`config.mk`:
```
export PLATFORM = sky130hd
export DESIGN_NAME = udp_sweep_ctrl
export DESIGN_NICKNAME = d
export VERILOG_FILES = /design/src/rtl/udp_sweep_pkg.sv /design/src/rtl/udp_mism_reduce.sv /design/src/rtl/udp_sweep_ctrl.sv
export SDC_FILE = /design/constraint.sdc
export NUM_CORES = 1
export LEC_CHECK = 0
export CORE_MARGIN = 2
export CORE_UTILIZATION = 50
export CTS_CLUSTER_SIZE = 25
export DETAILED_ROUTE_END_ITERATION = 7
export PLACE_DENSITY = 0.76
export SETUP_SLACK_MARGIN = 0.15
export SLEW_MARGIN = 20
export SYNTH_ARGS = -nofsm -noshare
export SYNTH_HDL_FRONTEND = slang
export SYNTH_SLANG_ARGS = --single-unit
```
`constraint.sdc`:
```
create_clock -name clk -period 4.8 [get_ports clk]
set_input_delay 0.96 -clock clk [delete_from_list [all_inputs] [get_ports clk]]
set_output_delay 0.96 -clock clk [all_outputs]
set_load 0.05 [all_outputs]
```
`src/rtl/udp_sweep_pkg.sv`:
```
// rtl/udp_sweep_pkg.sv - shared types and constants for the UDP circuit sweep self-test
package udp_sweep_pkg;

    typedef enum logic [1:0] {
        IDLE  = 2'd0,
        DRIVE = 2'd1,
        CHECK = 2'd2,
        DONE  = 2'd3
    } state_t;

    localparam int NUM_VEC = 16;
    localparam int IDX_W   = 4;
    localparam int CNT_OUT_W = 5;

    // Response maps of the golden circuit: E = minterms 0,2,4,6,7 of ABC, F = E & D
    localparam logic [NUM_VEC-1:0] UDP02467_EXP_E = 16'hF333;
    localparam logic [NUM_VEC-1:0] UDP02467_EXP_F = 16'hA222;

endpackage

```
`src/rtl/udp_mism_reduce.sv`:
```
// rtl/udp_mism_reduce.sv - mismatch vector to error count and lowest failing index
module udp_mism_reduce
    import udp_sweep_pkg::*;
(
    input  logic [NUM_VEC-1:0]   mism,
    output logic [CNT_OUT_W-1:0] popcnt,
    output logic [IDX_W-1:0]     low_idx
);

    // Scan from the top down so the last hit is the lowest set bit
    always_comb begin
        popcnt  = '0;
        low_idx = '0;
        for (int i = NUM_VEC - 1; i >= 0; i--) begin
            popcnt = popcnt + CNT_OUT_W'(mism[i]);
            if (mism[i]) begin
                low_idx = IDX_W'(i);
            end
        end
    end

endmodule

```
`src/rtl/udp_sweep_ctrl.sv`:
```
// rtl/udp_sweep_ctrl.sv - exhaustive 16-vector sweep of the UDP circuit with map compare
module udp_sweep_ctrl
    import udp_sweep_pkg::*;
#(
    parameter int                 SETTLE = 2,
    parameter logic [NUM_VEC-1:0] EXP_E  = UDP02467_EXP_E,
    parameter logic [NUM_VEC-1:0] EXP_F  = UDP02467_EXP_F
) (
    input  logic                 clk,
    input  logic                 rst_n,
    input  logic                 start,
    output logic                 drv_a,
    output logic                 drv_b,
    output logic                 drv_c,
    output logic                 drv_d,
    input  logic                 dut_e,
    input  logic                 dut_f,
    output logic                 busy,
    output logic                 done,
    output logic                 pass,
    output logic [NUM_VEC-1:0]   e_map,
    output logic [NUM_VEC-1:0]   f_map,
    output logic [IDX_W-1:0]     fail_idx,
    output logic [CNT_OUT_W-1:0] err_cnt
);

    localparam int CNT_W = (SETTLE > 1) ? $clog2(SETTLE) : 1;

    state_t                 state;
    state_t                 state_nxt;
    logic [IDX_W-1:0]       idx;
    logic [CNT_W-1:0]       cnt;
    logic [IDX_W-1:0]       drv;
    logic                   last_sample;
    logic                   last_vec;
    logic [NUM_VEC-1:0]     mism;
    logic [CNT_OUT_W-1:0]   mism_cnt;
    logic [IDX_W-1:0]       mism_idx;

    assign last_sample = (state == DRIVE) && (cnt == CNT_W'(SETTLE - 1));
    assign last_vec    = (idx == IDX_W'(NUM_VEC - 1));
    assign mism        = (e_map ^ EXP_E) | (f_map ^ EXP_F);

    assign {drv_a, drv_b, drv_c, drv_d} = drv;
    assign busy = (state != IDLE);
    assign done = (state == DONE);

    udp_mism_reduce u_reduce (
        .mism    (mism),
        .popcnt  (mism_cnt),
        .low_idx (mism_idx)
    );

    always_comb begin
        state_nxt = state;
        case (state)
            IDLE:    if (start) state_nxt = DRIVE;
            DRIVE:   if (last_sample && last_vec) state_nxt = CHECK;
            CHECK:   state_nxt = DONE;
            DONE:    state_nxt = IDLE;
            default: state_nxt = IDLE;
        endcase
    end

    always_ff @(posedge clk or negedge rst_n) begin
        if (!rst_n) begin
            state    <= IDLE;
            idx      <= '0;
            cnt      <= '0;
            drv      <= '0;
            pass     <= 1'b0;
            e_map    <= '0;
            f_map    <= '0;
            fail_idx <= '0;
            err_cnt  <= '0;
        end else begin
            state <= state_nxt;
            case (state)
                IDLE: begin
                    if (start) begin
                        idx      <= '0;
                        cnt      <= '0;
                        drv      <= '0;
                        pass     <= 1'b0;
                        e_map    <= '0;
                        f_map    <= '0;
                        fail_idx <= '0;
                        err_cnt  <= '0;
                    end
                end
                DRIVE: begin
                    if (last_sample) begin
                        e_map[idx] <= dut_e;
                        f_map[idx] <= dut_f;
                        cnt        <= '0;
                        // drv follows idx from a flop so the circuit never sees decode glitches
                        if (last_vec) begin
                            drv <= '0;
                        end else begin
                            idx <= idx + IDX_W'(1);
                            drv <= idx + IDX_W'(1);
                        end
                    end else begin
                        cnt <= cnt + CNT_W'(1);
                    end
                end
                CHECK: begin
                    err_cnt  <= mism_cnt;
                    fail_idx <= mism_idx;
                    pass     <= (mism == '0);
                end
                default: ;
            endcase
        end
    end

endmodule
```
; Word level (Yosys, flattened, before mapping)
; Cells that the tools add are included.
[op_classes]
addsub = 17
n_lt_le_gt_ge = 2
n_eq_ne = 8
mux = 42
n_bitwise = 3
n_reduce_logical = 13
[op_table]
columns = operator, count
row1 = 4-bit 2-to-1 mux, 21
row2 = 5-bit by 1-bit adder with 5-bit output, 14
row3 = 16-bit case mux with 2 select lines, 2
row4 = 16-bit 2-to-1 mux, 3
row5 = 16-bit bitwise mux, 2
row6 = 4-bit case mux with 2 select lines, 3
row7 = 16-bit zero test, 1
row8 = 16-bit bitwise OR, 1
row9 = 10-bit NOT, 1
row10 = 5-bit case mux with 2 select lines, 1
row11 = 2-bit case mux with 4 select lines, 1
row12 = 2-bit != test (second input constant), 3
row13 = 2-bit AND reduction, 3
row14 = 2-bit nonzero test, 3
row15 = 4-bit by 5-bit < comparator with 1-bit output (second input constant), 1
row16 = 5-bit 2-to-1 mux, 1
row17 = 5-bit NOT, 1
row18 = 4-bit by 1-bit adder with 4-bit output (second input constant), 1
row19 = 1-bit demux with 4-bit select, 1
row20 = 2-bit == test (second input constant), 2
row21 = 4-bit == test (second input constant), 1
row22 = 4-bit by 1-bit >= comparator with 1-bit output (second input constant), 1
row23 = 2-bit 2-to-1 mux, 2
row24 = 1-bit case mux with 2 select lines, 2
row25 = other kinds (9), 13
[word_totals]
regBits = 53
in_bits = 5
out_inout_bits = 48
word_cells = 94

; Logic depth before layout (Yosys ltp)
[depth]
word_depth = 19
ltp_mapped = 14
ltp_nobuf = 14

; Modules after synthesis
; From an unflattened synthesis, not the netlist that was laid out.
[unflattened]
cells_unflattened = 349
area_unflattened_um2 = 3239.4
[by_module_without_submodules]
columns = mod, n_inst, cells_each, area_each_um2, seq_area_each_um2
row1 = udp_sweep_ctrl, 1, 281, 2690.1, 1326.3
row2 = udp_mism_reduce, 1, 68, 549.3, 0.0

; Worst setup path before layout
; OpenSTA, ideal clock, no wires.
[synth_path]
path_type = register to register
startpoint = register f_map[14]
endpoint = register err_cnt[4]
setup_time_ns = 0.138
arrival_time_ns = 4.295
required_time_ns = 4.662
path_slack_ns = 0.367
stages_incl_launch_ff = 14
path_buffers = 0
period_less_slack_ns = 4.433
path_cell_list = dfrtp_1 -> nand2b_1 -> xnor2_1 -> fa_1 -> inv_1 -> fa_1 -> fa_1 -> fa_1 -> fa_1 -> fa_1 -> a21o_1 -> and3_1 -> a21oi_1 -> o221ai_1
[synth_between]
elab_chain_len = 17
[synth_lines]
columns = element, line_no
row1 = start: declaration, udp_sweep_ctrl.sv:22  ; output logic [NUM_VEC-1:0] f_map,
row2 = start signal: indexed assignment, udp_sweep_ctrl.sv:94  ; f_map[idx] <= dut_f;
row3 = 16-bit bitwise OR, udp_sweep_ctrl.sv:42  ; assign mism = (e_map ^ EXP_E) | (f_map ^ EXP_F);
row4 = 1-bit by 1-bit adder with 2-bit output, udp_mism_reduce.sv:15  ; popcnt = popcnt + CNT_OUT_W'(mism[i]);
row5 = 5-bit by 1-bit adder with 5-bit output (14 in a row), udp_mism_reduce.sv:15
row6 = 5-bit case mux with 2 select lines, udp_sweep_ctrl.sv:78  ; case (state)
row7 = end signal: assignment, udp_sweep_ctrl.sv:108  ; err_cnt <= mism_cnt;
row8 = end: declaration, udp_sweep_ctrl.sv:24  ; output logic [CNT_OUT_W-1:0] err_cnt
; Every way passes these cells.
; A chain may end at the register's enable or synchronous reset.

; Final worst setup path
; Same ends and word-level chain as after synthesis.

==> flow_results.org <==
** Die
- The floorplan step defined a die boundary enclosing 6880 um^2.
- Die span in y :: 83.0 um
- Number of placement rows :: 28
- Number of primary I/O pins :: 53
- Core ar. :: 5960 um^2
- From left edge to right edge, the die measures 83.0 um.
- Initial Utilization :: 52.3%

** Synth
- For this run, the number of Yosys warnings is 0.
- Largest cells by area after synthesis :: dfrtp_1, fa_1, o22ai_1, inv_1, ha_1
- The most used flip-flop cell after synthesis is dfrtp_1.
- Synthesis produced a netlist whose cell count is 325.
- Cell variety after synth :: 47
- A synthesized cell averages 9.59 um^2.
- Fraction of the yosys area taken by sequential cells :: 42.6%
- Synth area leader :: dfrtp_1
- Number of enable flip-flop cells after synthesis :: 0
- Of all flip-flops after synthesis, the portion carrying an async set or reset was 100%.
- After synthesis the cells add up to 3120 um^2.
- Of the post-synthesis cell area, the dominant cell type holds 42.6%.
- Counting every net in the synthesized netlist gives 353.
- After synthesis the netlist holds a flip-flop and latch count of 53.

** Detailed routing
- The first TritonRoute pass finished after 4 iterations.
- After detailed routing, the number of remaining DRC violations is 0.
- Initial detailed-routing violation count :: 198
- Total length of routed wires :: 7.52 mm
- Antenna Violating Nets Remaining :: 0
- Detail-routed net length per standard cell :: 16.7 um
- The routed layout has 2563 vias.
- Using the TritonRoute via totals, the vias-per-cell ratio works out to 5.68.

** Place
- Routability congestion estimate :: 0.892
- The placed instances occupy a cell area of 3670 um^2.
- HPWL after detailed placement :: 5.63 mm
- Total of buffers placed on input and output ports :: 52
- At the placement stage, the worst setup path has a slack of 500 ps.

** Power
- Per report_power, the combinational group accounts for 64.2% of the total.
- In this run, the clock network consumes 10.5% of the power.
- Internal power :: 1.24 mW
- In this run, flip-flops and latches consume 25.3% of the power.
- P per Cell Area :: 654 nW/um^2
- Static Leakage :: 1.60 nW
- Net switching is 49.6% of the power.
- IR analysis of the VDD net gives a maximum drop of 0.000521 V.
- P_sw :: 1.22 mW

** Timing
- In the final timing run, aggregate negative setup slack is 0 ps.
- Setup violators final :: 0
- Setup repair after global routing left no endpoint under its margin.
- WHS :: 493 ps
- The worst pin sits at a relative slew slack of 42.8%.
- For this run, the top clock speed supported by timing is 231 MHz.
- For the finished layout, the period the worst path requires is 4320 ps.
- Transition time of the tightest slew-check pin :: 855 ps
- Post-Route Skew :: 6.43 ps
- Final critical-path share of the clock period :: 90.0%
- Count of endpoints failing hold in the final timing report :: 0
- The number of pins with negative max-slew slack in the final report was 0.
- Setup slack on the critical path of the routed design comes to 478 ps.

** Clock tree
- Once the clock tree was built, the setup fixing pass inserted 0 buffers.
- Skew-Pair Late Insertion Delay :: 310 ps
- Number of sinks on the clock net :: 53
- Counting the buffers created by CTS gives 5.
- After clock tree synthesis, the clock-pin slew on the worst setup and hold paths is 100 ps.
- Cell at the root of the clock tree :: clkbuf_8
- Once the clock tree was built, the resizer swapped 0 gates to a different size.
- Clock tree from TritonCTS :: yes
- The H-tree was split into 2 levels.
- In this run the deepest clock path goes through 2 buffers.
- After clock tree synthesis, the flow added hold-fix buffers numbering 0.

** Global route
- Global routing consumed, over all layers together, 23.2% of the routing resources.
- The via count of the first global-routing pass is 2546.
- Total congestion overflow after global routing :: 0
- Entering global routing, the biggest net connects 54 pins.
- The first global-routing pass estimated 13.1 mm of wire.
- The number of antenna violations at the first check in global routing came to 0.

** Finish
- After filler insertion, the fill cell instance count of the layout stands at 520.
- Number of inserted diodes :: 0
- Relative to the synthesized area, the layout overhead comes to 20.6%.
- Number of nets in the final layout :: 403
- Final design instance area without fill :: 3760 um^2
- Final Core Density :: 63.1%
- In the final layout, the share of cells above drive strength 1 is 8.24%.

** Setup path
- Critical path data required time :: 4980 ps
- Of all nets on the critical path, the largest fanout is 4.
- By startpoint and endpoint, the worst setup path is classified as reg2reg.
- STA classifies the critical path endpoint as a flop.
- The worst setup path is launched from a flop.
- Arr. time, crit path :: 4500 ps

** Worst hold path
- Worst min path class :: reg2reg

** Run
- Max-cap violations in this run came to 0.

** Run status
- The flow ran to the end, and the final reports show no timing, DRC or antenna violations.
kinds of logic (layout without fill, tap and decap cells):
| group | count (synthesis) | after routing | synth area share (%) |
|---|---|---|---|
| compound gates | 91 | 91 | 20.1 |
| xor+xnor | 4 | 4 | 1.12 |
| fa+ha+maj | 23 | 23 | 11.6 |
| buf+inv | 61 | 112 | 8.47 |
| flops | 53 | 53 | 42.6 |
| mux | 5 | 5 | 1.65 |
| simple gates | 88 | 88 | 14.5 |
metal layers:
layer / global-route usage (%) / wire, um / vias up
met5: 0 / 0 / -
met2: 36.1 / 3510 / 72
li1: - / - / 1242
met4: 5.37 / 79 / 0
met3: 3.68 / 302 / 10
met1: 34.2 / 3630 / 1239
per-stage QoR:
stage / instances / total power [mW]
final: 451 / 2.46
after detailed placement: 443 / 2.21
after global placement: 443 / 2.16
after floorplan: 325 / 1.86
after CTS: 451 / 2.47
after global routing: 451 / 2.67
power groups by stage:
stage | Sequential, mW | Combinational (mW) | Clock, mW
4_1_cts | 0.621 | 1.58 | 0.261
5_1_grt | 0.638 | 1.76 | 0.274
6_report | 0.622 | 1.58 | 0.258
3_3_place_gp | 0.624 | 1.53 | 0
3_5_place_dp | 0.629 | 1.58 | 0
2_1_floorplan | 0.827 | 1.03 | 0
critical path, stage by stage, from the launching register on:
cell and delay, ps:
dfrtp_1 420, nand2b_1 190, xnor2_1 210, fa_1 440, inv_1 90, fa_1 440, fa_1 540, fa_1 430
fa_1 420, fa_1 410, a21o_1 200, and3_1 170, a21oi_1 110, o221ai_1 120
registers in the layout (all words and copies together), names as in the netlist:
signal    cells
fail_idx      4
f_map        16
cnt           1
idx           4
state         2
drv           4
pass          1
e_map        16
err_cnt       5
worst paths after layout:
| check | start | cells past startpoint | slack (ps) | endpoint |
|---|---|---|---|---|
| max | f_map[14] | 13 | 480 | err_cnt[4] |
| min | drv[2] | 2 | 490 | drv[2] |
| max reg2reg | f_map[14] | 13 | 480 | err_cnt[4] |
| min reg2reg | drv[2] | 2 | 490 | drv[2] |
| max in group asynchronous | rst_n | 2 | 3610 | fail_idx[0] |
| min in group asynchronous | rst_n | 2 | 760 | f_map[15] |
synth_stat cells, types with 4 or more instances:
cell,instances
dfrtp_1,53
inv_1,48
nand2_1,36
o22ai_1,30
a21oi_2,13
ha_1,13
nor2_1,11
fa_1,10
o21ai_0,10
a21oi_1,9
nand3_1,8
a21o_1,6
a22o_1,5
and3_1,5
clkbuf_1,5
buf_2,4
buf_6,4
mux2i_1,4
nand2b_1,4
nor2b_1,4
cell type report:
class / count / area [um^2] / area share, %
Timing Repair Buffer: 56 / 546 / 14.5
Multi-Input combinational cell: 211 / 1530 / 40.6
Inverter: 48 / 180 / 4.79
Tap cell: 75 / 93.8 / 2.50
Clock inverter: 2 / 15.0 / 0.399
Sequential cell: 53 / 1330 / 35.3
Clock buffer: 6 / 72.6 / 1.93
cells in the final DEF (no fill, tap or decap), types with 5 or more instances in the layout:
cell type	instances
dfrtp_1	53
clkdlybuf4s50_1	51
inv_1	48
nand2_1	36
o22ai_1	30
a21oi_2	13
ha_1	13
nor2_1	11
o21ai_0	10
fa_1	10
a21oi_1	9
nand3_1	8
a21o_1	6
and3_1	5
a22o_1	5
clkbuf_8	5
(Power assumes the default switching activity.)
